===== src/rtl/fetch_pc_unit.sv =====
// -----------------------------------------------------------------------------
// fetch_pc_unit
//   Instruction-fetch / program-counter stage of a single-cycle MIPS-32
//   datapath. Holds the PC, slices the instruction word returned by the
//   asynchronous-read instruction memory into control/register-file fields,
//   and selects the next PC from jump / branch / sequential candidates.
//   A three-state run-control FSM (IDLE -> RUN -> HALT) gates execution.
//
// Optional feature macro: FETCH_RETIRE_CNT_EN
//   When defined, adds the o_retired port with a saturating retired-instruction
//   counter. When undefined, the port and the counter do not exist.
//
// Ports
//   i_clk          rising-edge clock
//   i_rst          asynchronous active-high reset
//   i_start        IDLE -> RUN request (ignored in RUN/HALT)
//   i_instr        instruction memory read data for address o_pc
//   i_branch       branch flag from control unit
//   i_zero         ALU zero flag
//   i_jump         jump flag from control unit
//   o_pc           current PC (registered)
//   o_instr_valid  fields describe a real instruction; qualifies write enables
//   o_opcode/o_rs/o_rt/o_rd/o_funct/o_imm  instruction fields (0 when invalid)
//   o_halted       FSM is in HALT
//   o_retired      retired-instruction count (FETCH_RETIRE_CNT_EN only)
// -----------------------------------------------------------------------------
module fetch_pc_unit #(
  parameter int unsigned         WIDTH_PC  = 32,
  parameter logic [WIDTH_PC-1:0] RESET_PC  = 32'h0000_0000,
  parameter logic [WIDTH_PC-1:0] HALT_WORD = 32'hFFFF_FFFF
) (
  input  logic                i_clk,
  input  logic                i_rst,
  input  logic                i_start,
  input  logic [WIDTH_PC-1:0] i_instr,
  input  logic                i_branch,
  input  logic                i_zero,
  input  logic                i_jump,
  output logic [WIDTH_PC-1:0] o_pc,
  output logic                o_instr_valid,
  output logic [5:0]          o_opcode,
  output logic [4:0]          o_rs,
  output logic [4:0]          o_rt,
  output logic [4:0]          o_rd,
  output logic [5:0]          o_funct,
  output logic [15:0]         o_imm,
  output logic                o_halted
`ifdef FETCH_RETIRE_CNT_EN
  ,
  output logic [31:0]         o_retired
`endif
);

  typedef enum logic [1:0] {
    ST_IDLE = 2'd0,
    ST_RUN  = 2'd1,
    ST_HALT = 2'd2
  } state_t;

  state_t              r_state;
  state_t              w_state_nxt;
  logic [WIDTH_PC-1:0] r_pc;
  logic [WIDTH_PC-1:0] w_pc_nxt;
  logic [WIDTH_PC-1:0] w_pc4;
  logic [WIDTH_PC-1:0] w_br_off;
  logic [WIDTH_PC-1:0] w_br_tgt;
  logic [WIDTH_PC-1:0] w_jmp_tgt;
  logic                w_valid;

  // All PC arithmetic is plain modulo-2^32 addition; wrap-around is intended.
  assign w_pc4     = r_pc + 32'd4;
  assign w_br_off  = {{14{i_instr[15]}}, i_instr[15:0], 2'b00};
  assign w_br_tgt  = w_pc4 + w_br_off;
  assign w_jmp_tgt = {w_pc4[31:28], i_instr[25:0], 2'b00};

  // State and PC registers with asynchronous reset to IDLE / RESET_PC.
  always_ff @(posedge i_clk or posedge i_rst) begin
    if (i_rst) begin
      r_state <= ST_IDLE;
      r_pc    <= RESET_PC;
    end else begin
      r_state <= w_state_nxt;
      r_pc    <= w_pc_nxt;
    end
  end

  // Next-state, next-PC and instruction-valid decode.
  always_comb begin
    w_state_nxt = r_state;
    w_pc_nxt    = r_pc;
    w_valid     = 1'b0;
    case (r_state)
      ST_IDLE: begin
        // PC is pinned to RESET_PC so the first fetch in RUN is RESET_PC.
        w_pc_nxt = RESET_PC;
        if (i_start) begin
          w_state_nxt = ST_RUN;
        end else begin
          w_state_nxt = ST_IDLE;
        end
      end
      ST_RUN: begin
        if (i_instr == HALT_WORD) begin
          // PC freezes on the halt word's own address.
          w_state_nxt = ST_HALT;
        end else begin
          w_valid = 1'b1;
          if (i_jump) begin
            w_pc_nxt = w_jmp_tgt;
          end else if (i_branch && i_zero) begin
            w_pc_nxt = w_br_tgt;
          end else begin
            w_pc_nxt = w_pc4;
          end
        end
      end
      ST_HALT: begin
        w_state_nxt = ST_HALT;
      end
      default: begin
        w_state_nxt = ST_IDLE;
        w_pc_nxt    = RESET_PC;
      end
    endcase
  end

  // Field slicing; everything reads as zero when no instruction is executing.
  always_comb begin
    o_opcode = 6'd0;
    o_rs     = 5'd0;
    o_rt     = 5'd0;
    o_rd     = 5'd0;
    o_funct  = 6'd0;
    o_imm    = 16'd0;
    if (w_valid) begin
      o_opcode = i_instr[31:26];
      o_rs     = i_instr[25:21];
      o_rt     = i_instr[20:16];
      o_rd     = i_instr[15:11];
      o_funct  = i_instr[5:0];
      o_imm    = i_instr[15:0];
    end else begin
      o_opcode = 6'd0;
    end
  end

  assign o_pc          = r_pc;
  assign o_instr_valid = w_valid;
  assign o_halted      = (r_state == ST_HALT);

`ifdef FETCH_RETIRE_CNT_EN
  logic [31:0] r_retired;

  // Saturating count of instructions retired (one per valid edge).
  always_ff @(posedge i_clk or posedge i_rst) begin
    if (i_rst) begin
      r_retired <= 32'd0;
    end else if (w_valid && (r_retired != 32'hFFFF_FFFF)) begin
      r_retired <= r_retired + 32'd1;
    end
  end

  assign o_retired = r_retired;
`endif

endmodule


===== config.mk =====
export PLATFORM = sky130hd
export DESIGN_NAME = fetch_pc_unit
export DESIGN_NICKNAME = d
export VERILOG_FILES = /design/src/rtl/fetch_pc_unit.sv
export SDC_FILE = /design/constraint.sdc
export NUM_CORES = 1
export LEC_CHECK = 0
export ABC_AREA = 1
export BUFFER_PORTS_ARGS = -buffer_cell sky130_fd_sc_hd__buf_2
export CAP_MARGIN = 10
export CORE_ASPECT_RATIO = 1.5
export CORE_MARGIN = 5
export CORE_UTILIZATION = 61
export DETAILED_ROUTE_END_ITERATION = 8
export PLACE_DENSITY = 0.95
export SLEW_MARGIN = 5
export SYNTH_ARGS = -nofsm -noshare
export SYNTH_HDL_FRONTEND = slang
export SYNTH_SLANG_ARGS = --single-unit

===== constraint.sdc =====
create_clock -name i_clk -period 8.2 [get_ports i_clk]
set_input_delay 0.41 -clock i_clk [delete_from_list [all_inputs] [get_ports i_clk]]
set_output_delay 0.41 -clock i_clk [all_outputs]
set_load 0.05 [all_outputs]

==> key figures <==
Clock tree
  • Worst skew pair latency: 0.28 ns
  • Total CTS buffers: 5
  • Post-CTS Hold Buffers: 0
  • Worst-path clk slew: 0.05 ns
  • Sink Count: 32
  • Post-CTS sizing: 0
  • Clk buf depth: 2
  • Clock H-tree levels: 2
  • Post-CTS setup buffer count: 0
  • CTS tree: built
  • CTS root buf: clkbuf_16

Pwr
  • Leak Pwr: 3.91 nW
  • Peak VDD IR: 260 uV
  • Total power: 1.64 mW
  • Pwr dens: 271 nW/um^2

GRT
  • Total GRT Usage: 35.8%
  • GRT overflow: 0
  • Initial antenna violation count: 0
  • Global-route wire length before repair: 30.6 mm
  • Vias in the first global route: 6,355
  • Largest net degree at the start of global routing: 38

Hold path
  • HP Class: in -> async

Synthesis
  • Post-synth EDFFs: 0
  • Predominant post-synthesis flop cell: dfrtp_1
  • Flops & latches, synth: 32
  • Top-count cell post-synth: nand2_1
  • Largest family of logic cells by synthesized area: simple AND/OR/NAND/NOR gates
  • Synth area leaders: nand2_1 (26%), dfrtp_1 (15%), inv_1 (12%), ha_1 (8.8%), nor2_1 (7.4%)
  • Post-synthesis sequential area ratio: 14.9%
  • Mux cell area share after synthesis: 0%
  • Syn_area_per_cell: 5.35 sq um
  • Adder-cell area share of the yosys netlist: 9.19%
  • Cell variety after synth: 41
  • Post-synth top area share: 25.7%
  • Mapped cell area: 5390 sq um
  • Synth Area in Compound Gates: 10.9%
  • Post-Synth Simple-Gate Area: 46.5%
  • Synth cell count leaders: nand2_1 (369), inv_1 (177), nor2_1 (106), nand3_1 (73), a21oi_1 (51)
  • Yosys Warn Count: 0
  • Post-synth top area cell: nand2_1
  • Ys async rst share: 100%
  • Xor-xnor portion of the synthesized cell area: 2.41%
  • Post-Synthesis Cells: 1,007

Cells and area
  • Nets: 1,174
  • Multi-input logic area: 3730 sq um
  • Filler Cell Count: 853
  • Layout cells sized above 1: 12.8%
  • Cell area after layout: 6070 sq um
  • Diodes inserted: 0
  • Area grow syn2layout: 12.6%
  • Register cell area after layout: 801 sq um

STA
  • Fin. max-slew vios: 0
  • Slew HR: 27.4%
  • Final Setup Violations: 0
  • Slew @ Worst Pin: 1.09 ns
  • RSZ-0062 raised after global routing: false
  • Final Hold Viols: 0
  • Clock period minus worst slack: 3.44 ns
  • Post-route setup TNS: 0 ns
  • Fin crit share: 41.9%
  • Maximum clock rate: 0.291 GHz
  • Clk_skew: 0.00314 ns

Critical path
  • CP max-delay cell: dfrtp_1
  • Critical Path, Cell by Cell: nand2_1, nor2_1, nand2_1, inv_1, nand2_1, inv_1, nand4_1, and2_1, ha_1, nand2_1, nor2_1, inv_1, nor3_1, nand3_1, nand3_1, nand2_1, nand3_1, nand2_1, nand2_1, nand2_1
  • Worst setup SP type: flop
  • Top cell by count, worst path: nand2_1
  • CP required: 8.37 ns
  • CP max stage delay: 0.52 ns
  • CP Max Fanout: 7
  • Crit path capture type: flop
  • Critical path type: reg -> reg
  • Critical Path AT: 3.60 ns

Status
  • Status: finished clean

Place
  • Hpwl dp: 15.4 mm
  • Placed Area: 5930 sq um
  • Buffers on Ports: 112
  • Routability cong.: 1.13

Detailed routing
  • DRC viols: 0
  • DR vias: 6,776
  • Wire per inst: 16.0 um
  • Routed WL: 19.3 mm
  • Post-DR vias/cell: 5.61
  • Detail Route Antenna Nets: 0
  • Iteration-0 DRC Markers: 603
  • First-pass DRT Iterations: 5

Floorplan
  • Die ar.: 10,900 sq um
  • Row count: 42
  • Die height: 125 um
  • Starting Density: 61.8%
  • Core area: 8720 sq um
  • # IOs: 115
  • Die Width: 86.7 um

Flow run
  • Max-Cap Viols: 0
path summary, 6_finish.rpt:
path                       startpoint          to  slack [ns]  cells after the start
setup / recovery              o_pc[8]    o_pc[25]        4.76                     20
hold / removal                  i_rst    o_pc[19]        0.23                      3
setup reg to reg              o_pc[8]    o_pc[25]        4.76                     20
hold reg to reg              o_pc[28]    o_pc[28]        0.57                      2
max in group asynchronous       i_rst    o_pc[17]        7.67                      3
min in group i_clk            i_start  r_state[0]        0.39                      3
routing by layer:
| layer | track usage, % | vias up | part of all wire [%] |
|---|---|---|---|
| li1 | - | 3303 | - |
| met1 | 39.1 | 2994 | 35 |
| met2 | 60.1 | 359 | 48 |
| met3 | 5.20 | 120 | 7.1 |
| met4 | 28.2 | 0 | 9.7 |
| met5 | 0 | - | 0 |
metrics by stage:
step	hold slack [ns]	util [%]	setup slack [ns]	instances
after global routing	0.262	69.5	4.48	1207
after detailed placement	0.525	68.0	4.91	1200
after floorplan	0.526	-	5.14	1008
after CTS	0.237	69.5	4.85	1207
after global placement	0.514	68.0	4.95	1200
final	0.227	69.5	4.76	1207
area by class of cell:
type / instances / share of cell area, %
multi-input cells: 762 / 61.5
flip-flops and latches: 32 / 13.2
inverters: 180 / 11.1
repair buffers: 116 / 9.73
well taps: 110 / 2.27
clock buffers: 6 / 2.12
clock inverters: 1 / 0.0825
power breakdown:
group	internal, mW	total (mW)	leakage, nW	switching (mW)
registers	0.202	0.275	0.438	0.0725
logic	0.298	1.19	3.41	0.893
clock network	0.110	0.177	0.0667	0.0663
total	0.610	1.64	3.91	1.03
registers in the layout, summed over array words and instances, names as in the netlist:
register,cells
o_pc,30
r_state,2
kinds of logic (layout without fill, tap and decap cells):
kind of cell             count (synthesis)  count (layout)
XOR/XNOR                                14              14
other                                    1               2
adder cells (fa/ha/maj)                 39              39
AO/OA/AOI/OAI                          108             108
buffers and inverters                  214             303
flip-flops                              32              32
AND/OR/NAND/NOR                        599             599
critical path, delay by kind of cell (launching register included):
| family | cells | cell delay (ns) |
|---|---|---|
| flops | 1 | 0.52 |
| simple gates | 16 | 2.04 |
| buf+inv | 3 | 0.37 |
| fa+ha+maj | 1 | 0.40 |
placed cells by master, fill, tap and decap left out, types with 3 or more instances in the layout:
master | netlist | routed
a21o_1 | 3 | 3
a21oi_1 | 51 | 51
and2_1 | 5 | 5
buf_2 | 6 | 112
buf_4 | 15 | 4
clkbuf_16 | 0 | 5
dfrtp_1 | 32 | 32
ha_1 | 38 | 38
inv_1 | 177 | 177
nand2_1 | 369 | 369
nand3_1 | 73 | 73
nand4_1 | 21 | 21
nor2_1 | 106 | 106
nor2_2 | 3 | 3
nor3_1 | 9 | 9
o211ai_1 | 4 | 4
o21ai_0 | 35 | 34
o21ai_1 | 3 | 3
o21bai_1 | 5 | 5
o22ai_1 | 3 | 3
xnor2_1 | 3 | 3
xor2_1 | 10 | 10
No activity file was read; power rests on OpenSTA's default activity.
